<file path="config.mk">
export PLATFORM = sky130hd
export DESIGN_NAME = pulse_status_tx
export DESIGN_NICKNAME = d
export VERILOG_FILES = /design/src/rtl/pulse_status_tx_pkg.sv /design/src/rtl/pulse_status_tx.sv
export SDC_FILE = /design/constraint.sdc
export NUM_CORES = 1
export LEC_CHECK = 0
export BUFFER_PORTS_ARGS = -buffer_cell sky130_fd_sc_hd__buf_4
export CORE_UTILIZATION = 51
export CTS_CLUSTER_DIAMETER = 150
export DETAILED_ROUTE_END_ITERATION = 10
export PLACE_DENSITY = 0.76
export SYNTH_ARGS = -nofsm -noshare
export SYNTH_HDL_FRONTEND = slang
export SYNTH_SLANG_ARGS = --single-unit
</file>
<file path="constraint.sdc">
create_clock -name clk -period 2.6 [get_ports clk]
set_input_delay 0.39 -clock clk [delete_from_list [all_inputs] [get_ports clk]]
set_output_delay 0.39 -clock clk [all_outputs]
set_load 0.03 [all_outputs]
</file>
<file path="src/rtl/pulse_status_tx_pkg.sv">
// Shared definitions for the host-link reply path: transmitter state encoding,
// frame geometry and the modulo-256 checksum also used by the command receiver.
package pulse_status_tx_pkg;

   typedef enum logic [2:0] {
      ST_IDLE,
      ST_SEND,
      ST_WAIT_HI,
      ST_WAIT_LO,
      ST_FINISH
   } tx_state_t;

   localparam int FRAME_LEN = 6;
   localparam int IDX_W     = 3;

   // Sum of the four payload bytes, wrapping at 8 bits.
   function automatic logic [7:0] checksum8(input logic [31:0] data);
      return data[7:0] + data[15:8] + data[23:16] + data[31:24];
   endfunction

endpackage

</file>
<file path="src/rtl/pulse_status_tx.sv">
// Reply-frame transmitter: latches a 32-bit value and a control tag on request and
// feeds a byte-wide UART with data[0..3], ctrl, checksum; all outputs are registered.
module pulse_status_tx
   import pulse_status_tx_pkg::*;
#(
   parameter int unsigned BUSY_TIMEOUT = 16
) (
   input  logic        clk,
   input  logic        rst,
   input  logic        req,
   input  logic [7:0]  req_ctrl,
   input  logic [31:0] req_data,
   output logic        ready,
   output logic        done,
   output logic        err,
   output logic        tx_transmit,
   output logic [7:0]  tx_byte,
   input  logic        tx_busy
);

   localparam int CNT_W = $clog2(BUSY_TIMEOUT + 1);

   tx_state_t        state, state_next;
   logic [IDX_W-1:0] idx_q, idx_next;
   logic [CNT_W-1:0] cnt_q, cnt_next, cnt_inc;
   logic             abort_q, abort_next;
   logic             load;
   logic             strobe_next;
   logic [7:0]       byte_next;
   logic [7:0]       frame_sel;

   logic [31:0]      data_q;
   logic [7:0]       ctrl_q;
   logic [7:0]       csum_q;

   always_comb begin
      case (idx_q)
         3'd0:    frame_sel = data_q[7:0];
         3'd1:    frame_sel = data_q[15:8];
         3'd2:    frame_sel = data_q[23:16];
         3'd3:    frame_sel = data_q[31:24];
         3'd4:    frame_sel = ctrl_q;
         default: frame_sel = csum_q;
      endcase
   end

   assign cnt_inc = cnt_q + 1'b1;

   // NOTE: every signal driven here gets a default first, so no path leaves a
   // value unassigned and no latch can be inferred.
   always_comb begin
      state_next  = state;
      idx_next    = idx_q;
      cnt_next    = cnt_q;
      abort_next  = abort_q;
      load        = 1'b0;
      strobe_next = 1'b0;
      byte_next   = tx_byte;

      case (state)
         ST_IDLE: begin
            if (req) begin
               load       = 1'b1;
               idx_next   = '0;
               abort_next = 1'b0;
               // Byte 0 comes straight from the request so the first strobe
               // lands one cycle after acceptance.
               strobe_next = 1'b1;
               byte_next   = req_data[7:0];
               state_next  = ST_SEND;
            end
         end

         ST_SEND: begin
            cnt_next = '0;
            if (tx_transmit) begin
               state_next = ST_WAIT_HI;
            end else begin
               strobe_next = 1'b1;
               byte_next   = frame_sel;
            end
         end

         ST_WAIT_HI: begin
            // A busy flag already high here is taken as the rise.
            if (tx_busy) begin
               state_next = ST_WAIT_LO;
            end else begin
               cnt_next = cnt_inc;
               if (cnt_inc == CNT_W'(BUSY_TIMEOUT)) begin
                  abort_next = 1'b1;
                  state_next = ST_FINISH;
               end
            end
         end

         ST_WAIT_LO: begin
            if (!tx_busy) begin
               if (idx_q == IDX_W'(FRAME_LEN - 1)) begin
                  state_next = ST_FINISH;
               end else begin
                  idx_next   = idx_q + 1'b1;
                  state_next = ST_SEND;
               end
            end
         end

         // Both normal completion and an aborted frame pass through here so
         // that ready returns one cycle after the done/err pulse.
         ST_FINISH: state_next = ST_IDLE;

         default: state_next = ST_IDLE;
      endcase
   end

   // NOTE: sequential state uses non-blocking assignments so every register
   // samples the pre-edge values, independent of statement order.
   always_ff @(posedge clk) begin
      if (rst) begin
         state       <= ST_IDLE;
         idx_q       <= '0;
         cnt_q       <= '0;
         abort_q     <= 1'b0;
         ready       <= 1'b1;
         done        <= 1'b0;
         err         <= 1'b0;
         tx_transmit <= 1'b0;
         tx_byte     <= 8'h00;
      end else begin
         state       <= state_next;
         idx_q       <= idx_next;
         cnt_q       <= cnt_next;
         abort_q     <= abort_next;
         ready       <= (state_next == ST_IDLE);
         done        <= (state_next == ST_FINISH) && !abort_next;
         err         <= (state_next == ST_FINISH) && abort_next;
         tx_transmit <= strobe_next;
         tx_byte     <= byte_next;
      end
   end

   // NOTE: the payload registers carry no reset; they are always reloaded on
   // acceptance before any byte is taken from them.
   always_ff @(posedge clk) begin
      if (load) begin
         data_q <= req_data;
         ctrl_q <= req_ctrl;
         csum_q <= checksum8(req_data);
      end
   end

endmodule
</file>
# After elaboration in Yosys (flattened, before gate mapping)
# Index checks and enable logic that the tools add are counted.
word_totals:
  ff_bits: 72
  latch_bits: 0
  mem_bits_rw: 0
  rom_bits: 0
  inputBits: 44
  mem_count: 0
op_classes:
  n_addsub: 5
  mul: 0
  div_mod_pow: 0
  n_lt_le_gt_ge: 0
  n_eq_ne: 15
  shifts: 0
  muxes: 25
  bitwise_logic: 0
  reduce_logical: 12
op_table:
  columns: ["op", "n"]
  rows:
  - ["$pmux 8 s5", 1]
  - ["$mux 3", 9]
  - ["$add 8x8->8", 3]
  - ["$mux 8", 2]
  - ["$pmux 8 s2", 1]
  - ["$eq 3x2->1 const B", 4]
  - ["$pmux 3 s4", 1]
  - ["$ne 2x2->1 const B", 5]
  - ["$pmux 5 s2", 1]
  - ["$eq 3x3->1 const B", 3]
  - ["$logic_not 3->1", 3]
  - ["$eq 3x1->1 const B", 2]
  - ["$mux 1", 6]
  - ["$pmux 3 s2", 1]
  - ["$reduce_bool 2->1", 3]
  - ["$add 5x1->5 const B", 1]
  - ["$eq 5x5->1 const B", 1]
  - ["$mux 5", 1]
  - ["$pmux 1 s2", 2]
  - ["$reduce_and 4->1", 1]
  - ["$add 3x1->3 const B", 1]
  - ["$reduce_and 3->1", 1]
  - ["$logic_and 1x1->1", 2]
  - ["$reduce_and 2->1", 1]
  - ["$logic_not 1->1", 1]

# Longest topological paths before layout
# Gate-level depths: netlist (run 1).
logic_depth:
  depth_word: 7
  depth_mapped: 12

# Worst setup path after synthesis (run 1)
# OpenSTA, ideal clock, no wires.
synth_path:
  path_type: "input port to flip-flop"
  startpoint: "input req_data[1]"
  endpoint: "register csum_q[7], data pin"
  t_arrival_ns: 2.551
  path_slack_ns: -0.211
  path_stages: 12
  path_buffers: 0
  path_cell_list: "inv_1 > fa_1 > fa_1 > inv_1 > ha_1 > inv_1 > fa_1 > nor2b_1 > nor3_1 > o21bai_1 > a21oi_1 > xnor2_1"
synth_between:
  elab_chain_cells: 3
synth_rtl:
  columns: ["item", "line_no", "rtl"]
  rows:
  - ["start, declared", "pulse_status_tx.sv:12", "input logic [31:0] req_data,"]
  - ["$add 8x8->8 (3 in a row)", "pulse_status_tx_pkg.sv:18", "return data[7:0] + data[15:8] + data[23:16] + data[31:24];"]
  - ["end signal, assigned", "pulse_status_tx.sv:148", "csum_q <= checksum8(req_data);"]
  - ["end, declared", "pulse_status_tx.sv:34", "logic [7:0] csum_q;"]
# Every way passes these cells.
# A chain may end at the register's enable or synchronous reset.

# Final worst setup path (run 1)
layout_path:
  startpoint: "input req_data[17]"
  endpoint: "register csum_q[7], data pin"
layout_between:
  elab_chain_cells: 2
layout_rtl:
  columns: ["item", "line_no"]
  rows:
  - ["$add 8x8->8 (2 in a row)", "pulse_status_tx_pkg.sv:18"]
# Every way passes these cells.

==> flow_summary.yaml, run 1 <==
setup_path:
  r2r_start: "idx_q[1]$_SDFFE_PP0P_"
  r2r_end: "idx_q[1]$_SDFFE_PP0P_"
  crit_required_ps: 2700
  r2r_slack_ps: 560
  path_class: "in -> reg"
  start_kind: "input pin"
  ff2ff_path_depth: 7
  crit_path_end_kind: "flop"
  critPathArrivalTime_ps: 2650
  cp_max_fo: 2
route:
  wl_met2_mm: 3.852
  met3_length_um: 405
  drt-met1-wl_mm: 3.241
  viasPerCell: 5.498
  drtIter0Drc: 166
  wl_per_cell_um: 16.16
  first_pass_iters: 5
  antenna_left: 0
  via_count: 2595
  finalWirelength_mm: 7.626
  drc: 0
  topRoutingLayerUsed: "met4"
yosys:
  postSynth.topFlopCell: "edfxtp_1"
  synth_top_cell_area_share: 0.4001
  synthArstFlopShare: 0
  netlist_instances: 302
  synth_edf_count: 48
  synth_fp_nets: 373
  ys_ff_latch: 72
  netlist_area_um2: 3602
  yosysUniqueCellTypes: 44
  ys_seq_area_frac: 0.5335
  synth.avg_cell_area_um2: 11.93
  ys_warn_count: 0
  ys_top_cells_by_area: "edfxtp_1 (40%), dfxtp_1 (13%), fa_1 (7.8%)"
  yosysTopAreaCell: "edfxtp_1"
power_and_ir_drop:
  irDropWorstVdd_uv: 460.8
  leakagePower_nw: 1.786
  clkPwrFrac: 0.308
  p_int_mw: 2.280
  powerDensity_nw_per_um2: 721.5
  power_frac_comb: 0.233
  pwr-share-seq: 0.459
  power_switching_mw: 0.9148
  switching_share: 0.2863
sta:
  worstMarginPinSlew_ps: 536.0
  max_freq_ghz: 0.3923
  relSlewSlack: 0.6422
  period_minus_slack_ps: 2549
  maxSlewViolCount: 0
  setup_violations: 0
  skew_ps: 11.99
  fin_crit_sh: 0.9804
  hold_violations: 0
  rsz0062_at_grt: "true"
clocking:
  numClockSinks: 72
  cts_tree: "done"
  cts_setup_buffers: 0
  clkTransAtPathRegs_ps: 80
  root_buffer: "clkbuf_8"
  hold_buffers: 0
  cts_buffers: 9
  clkLatencyLatePin_ps: 360
  cts_buffer_depth: 2
  htreeDepth: 3
placement:
  dpl.hpwl_mm: 5.293
  gp_congestion: 0.7549
  place_area_um2: 4194
  port_buffers: 55
floorplan:
  io_pins: 56
  core.rowCount: 30
  die_y_um: 86.04
  die_w_um: 86.04
  fp.dieArea_um2: 7403
  start_util: 0.5302
  coreArea_um2: 6794
run:
  drv_cap: 0
global_route:
  grt_pass1_wl_mm: 12.12
  grt_pass1_vias: 2547
  overflow: 0
  grt_usage: 0.2222
  antenna_found_initial: 0
  grt_max_degree: 49
worst_hold_path:
  min_from: "req_ctrl[2]"
  hold_path_class: "in -> reg"
  whs_path_depth: 1
  worstHoldEndpoint: "ctrl_q[2]$_DFFE_PP_"
cells_and_area:
  drive_gt1_frac: 0.2793
  fin_nets: 442
  n_antenna_cell: 0
  area_delta_synth_final_pct: 22.92
  layout.cells.most_common: "buf_4"
  final_area_um2: 4428
  utilization: 0.6518
  final_cell_mix: "buf_4 (70), edfxtp_1 (48), inv_1 (38)"
status:
  status: "finished, final reports clean"
-- state kept, by name (all words and copies together) (netlist names) --
signal and count:
state 3, abort_q 1, cnt_q 5, ctrl_q 8, tx_transmit 1, ready 1
csum_q 8, data_q 32, err 1, done 1, idx_q 3, tx_byte 8
-- worst max path at each step --
stage / start / endpoint / slack (ps) / depth (start not counted)
global route: req_data[17] / csum_q[7]$_DFFE_PP_ / -40 / 13
detailed placement: req_data[17] / csum_q[7]$_DFFE_PP_ / -370 / 13
CTS: req_data[17] / csum_q[7]$_DFFE_PP_ / 20 / 13
global placement: req_data[17] / csum_q[7]$_DFFE_PP_ / -350 / 13
finish: req_data[17] / csum_q[7]$_DFFE_PP_ / 50 / 13
floorplan: req_data[17] / csum_q[7]$_DFFE_PP_ / -130 / 12
-- cell usage after synthesis, drive strengths merged (6+ instances only) --
master	number
edfxtp	48
inv	42
dfxtp	24
nor2	23
nand2	16
o211ai	16
fa	14
a21oi	13
ha	13
a311oi	10
buf	10
a22oi	9
a222oi	8
xnor2	8
o21ai	6
-- area by class of cell --
cell class	count	area, um2
sequential	72	1922
inverter	42	167.7
timing repair buffer	72	560.5
clock buffer	9	123.9
clock inverter	7	95.09
fill	515	2366
multi-input combinational	174	1439
tap	96	120.1
-- logic make-up (layout without fill, tap and decap cells) --
logic type	Yosys count	in the layout	share of synthesized area
compound gates	73	73	0.1528
flops	72	72	0.5335
simple gates	64	64	0.09448
buf+inv	56	130	0.07155
fa+ha+maj	27	27	0.1230
xor+xnor	9	9	0.02188
mux	1	1	0.002779
-- power by group through the flow --
stage	sequential, mW	combinational [mW]	clock, mW
2_1_floorplan	1.53	0.426	0
3_3_place_gp	1.49	0.714	0
3_5_place_dp	1.49	0.733	0
4_1_cts	1.47	0.739	0.990
5_1_grt	1.48	0.825	1.03
6_report	1.47	0.745	0.982
-- layer usage --
| metal | up-vias | global-route usage |
|---|---|---|
| met3 | 13 | 0.03754 |
| met5 | - | 0 |
| met1 | 1252 | 0.2815 |
| met4 | 0 | 0.09545 |
| li1 | 1237 | - |
| met2 | 93 | 0.3766 |
-- what timing repair did --
action / CTS / global route
pin swaps: 1 / 0
gates cloned: 0 / 0
resized for setup: 0 / 4
setup endpoints to repair: 1 / 1
-- critical path, cell delays in order --
cell      delay [ps]
buf_8             90
inv_8             30
fa_1             540
fa_1             410
inv_1             70
ha_2             180
inv_2             40
fa_2             360
nor2b_2          150
nor3_2            60
o21bai_1         120
a21oi_1           90
xnor2_1          120
-- metrics by stage --
stage | hold WS (ps) | std cells | total power [mW] | setup TNS (ps) | setup WS [ps]
final | 209.4 | 472 | 3.195 | 0 | 50.89
after detailed placement | 488.2 | 456 | 2.227 | -881.0 | -372.1
after global placement | 477.7 | 456 | 2.204 | -798.7 | -352.9
after global routing | 201.6 | 472 | 3.339 | -43.36 | -43.36
after CTS | 198.5 | 472 | 3.197 | 0 | 18.16
after floorplan | 456.0 | 302 | 1.953 | -128.3 | -128.3
No activity file was read; power rests on OpenSTA's default activity.
==> run 2: changes to the inputs <==
Clock period 2.6 ns to 2.14 ns, I/O delays scaled along.
==> flow_summary.yaml, run 2 (synthesized netlist as in run 1, its figures left out) <==
status:
  status: "complete, but fails checks"
  violations: "negative setup slack"
route:
  wl_per_cell_um: 15.39
  finalWirelength_mm: 7.512
  viasPerCell: 5.371
  antenna_left: 0
  first_pass_iters: 5
  drtIter0Drc: 216
  via_count: 2621
  drc: 0
placement:
  gp_congestion: 0.7761
  port_buffers: 55
  pre_cts_ws_ps: -768.8
  dpl.hpwl_mm: 5.409
  post-place-cells: 469
clocking:
  cts_tree: "done"
  root_buffer: "clkbuf_8"
  numClockSinks: 72
  htreeDepth: 3
  cts_buffer_depth: 2
  hold_buffers: 0
  clkTransAtPathRegs_ps: 80
  clkLatencyLatePin_ps: 350
  cts_buffers: 9
floorplan:
  die_y_um: 86.04
  coreArea_um2: 6794
  die_w_um: 86.04
  start_util: 0.5302
  io_pins: 56
  fp.dieArea_um2: 7403
  core.rowCount: 30
cells_and_area:
  final-instance-count-excl-fill: 488
  largest_register_ffs: 32
  n_antenna_cell: 0
  area.sequential_um2: 1922
  drive_gt1_frac: 0.3240
  multi_input_area_um2: 1455
  final_cell_mix: "buf_4 (81), edfxtp_1 (48), inv_1 (34)"
  fill_cells: 501
  layout.cells.most_common: "buf_4"
  fin_nets: 458
  area_delta_synth_final_pct: 28.00
  regMostFlops: "data_q"
sta:
  period_minus_slack_ps: 2532
  skew_ps: 9.917
  rsz0062_at_grt: "true"
  maxSlewViolCount: 0
  max_freq_ghz: 0.3949
  fin_ws_ps: -392.4
  worstMarginPinSlew_ps: 494.3
  setup_violations: 5
  fin_crit_sh: 1.183
  relSlewSlack: 0.6705
  hold_violations: 0
setup_path:
  path_class: "in -> reg"
  slowest_delay_ps: 540
  crit_chain: "buf_8, inv_8, fa_1, fa_1, inv_1, ha_2, inv_2, fa_2, nor2b_4, nor3_2, o21bai_1, a21oi_1, xnor2_1"
  cpMostUsedCell: "fa_1"
  start_kind: "input pin"
  cp_slowest_cell: "fa_1"
  critPathArrivalTime_ps: 2620
  path_buf_inv: 4
  crit_path_end_kind: "flop"
  cp_max_fo: 2
  crit_family: "adder cells"
  crit_required_ps: 2230
power_and_ir_drop:
  powerDensity_nw_per_um2: 861.6
  irDropWorstVdd_uv: 499.8
  pwr-share-seq: 0.446
  power_frac_comb: 0.257
  power_switching_mw: 1.127
  leakagePower_nw: 1.880
  p_int_mw: 2.846
  switching_share: 0.2836
  clkPwrFrac: 0.296
worst_hold_path:
  hold_path_class: "in -> reg"
global_route:
  grt_usage: 0.2287
  antenna_found_initial: 0
  grt_pass1_wl_mm: 12.70
  overflow: 0
  grt_max_degree: 22
  grt_pass1_vias: 2649
run:
  drv_cap: 0
==> run 2: cell count changes in the layout (fill, tap and decap cells not counted), moves of 2 or more <==
cell / previous run / this run
inv_2: 2 / 4
buf_8: 1 / 3
buf_6: 0 / 2
buf_4: 70 / 81
inv_1: 38 / 34
==> run 2: per-layer routing <==
layer,GRT usage,share of wire,vias to the layer above
met5,0,0,-
met4,0.09545,0.017,0
met2,0.3788,0.50,81
li1,-,-,1266
met1,0.2909,0.42,1258
met3,0.05101,0.054,16
==> run 2: worst paths after layout <==
path	start	to	slack (ps)	depth (start not counted)
setup / recovery	req_data[17]	csum_q[7]$_DFFE_PP_	-390	13
hold / removal	req_ctrl[2]	ctrl_q[2]$_DFFE_PP_	150	1
setup reg to reg	idx_q[0]$_SDFFE_PP0P_	tx_byte[7]$_SDFFE_PP0P_	200	8
hold reg to reg	cnt_q[4]$_SDFFE_PP0P_	cnt_q[4]$_SDFFE_PP0P_	500	1
==> run 2: what timing repair did <==
action | in CTS | in global routing
pin swaps | 7 | 9
gates resized for setup | 11 | 6
setup endpoints to repair | 6 | 6
buffers inserted | 3 | 1
gates cloned | 0 | 0
==> run 2: power by group through the flow <==
stage	logic, mW	clock network, mW	registers (mW)
2_1_floorplan	0.521	0	1.85
3_3_place_gp	0.922	0	1.80
3_5_place_dp	0.950	0	1.80
4_1_cts	0.999	1.20	1.77
5_1_grt	1.13	1.25	1.79
6_report	1.02	1.18	1.77
==> run 2: cell type report <==
class / instances / share of cell area
Clock inverter: 7 / 0.02062
Sequential cell: 72 / 0.4168
Clock buffer: 9 / 0.02687
Multi-Input combinational cell: 174 / 0.3156
Timing Repair Buffer: 88 / 0.1552
Tap cell: 96 / 0.02605
Inverter: 42 / 0.03881
==> run 2: stage by stage <==
step	hold WS [ps]	instance area (um2)	utilization	setup TNS (ps)	power (mW)
floorplan	406.1	3630	-	-1690	2.374
global placement	477.6	4313	0.6348	-3010	2.724
detailed placement	484.6	4313	0.6348	-3219	2.755
CTS	135.7	4579	0.6740	-876.4	3.970
global route	128.0	4611	0.6786	-1502	4.170
finish	147.5	4611	0.6786	-1115	3.973
==> run 2: worst register-to-register path, stage by stage (launching register included) <==
cell and delay, ps:
dfxtp_1 360, ha_1 210, ha_1 360, nor2_1 160
o21ai_1 90, buf_4 180, o211ai_1 90, o211ai_1 120
a311oi_1 290
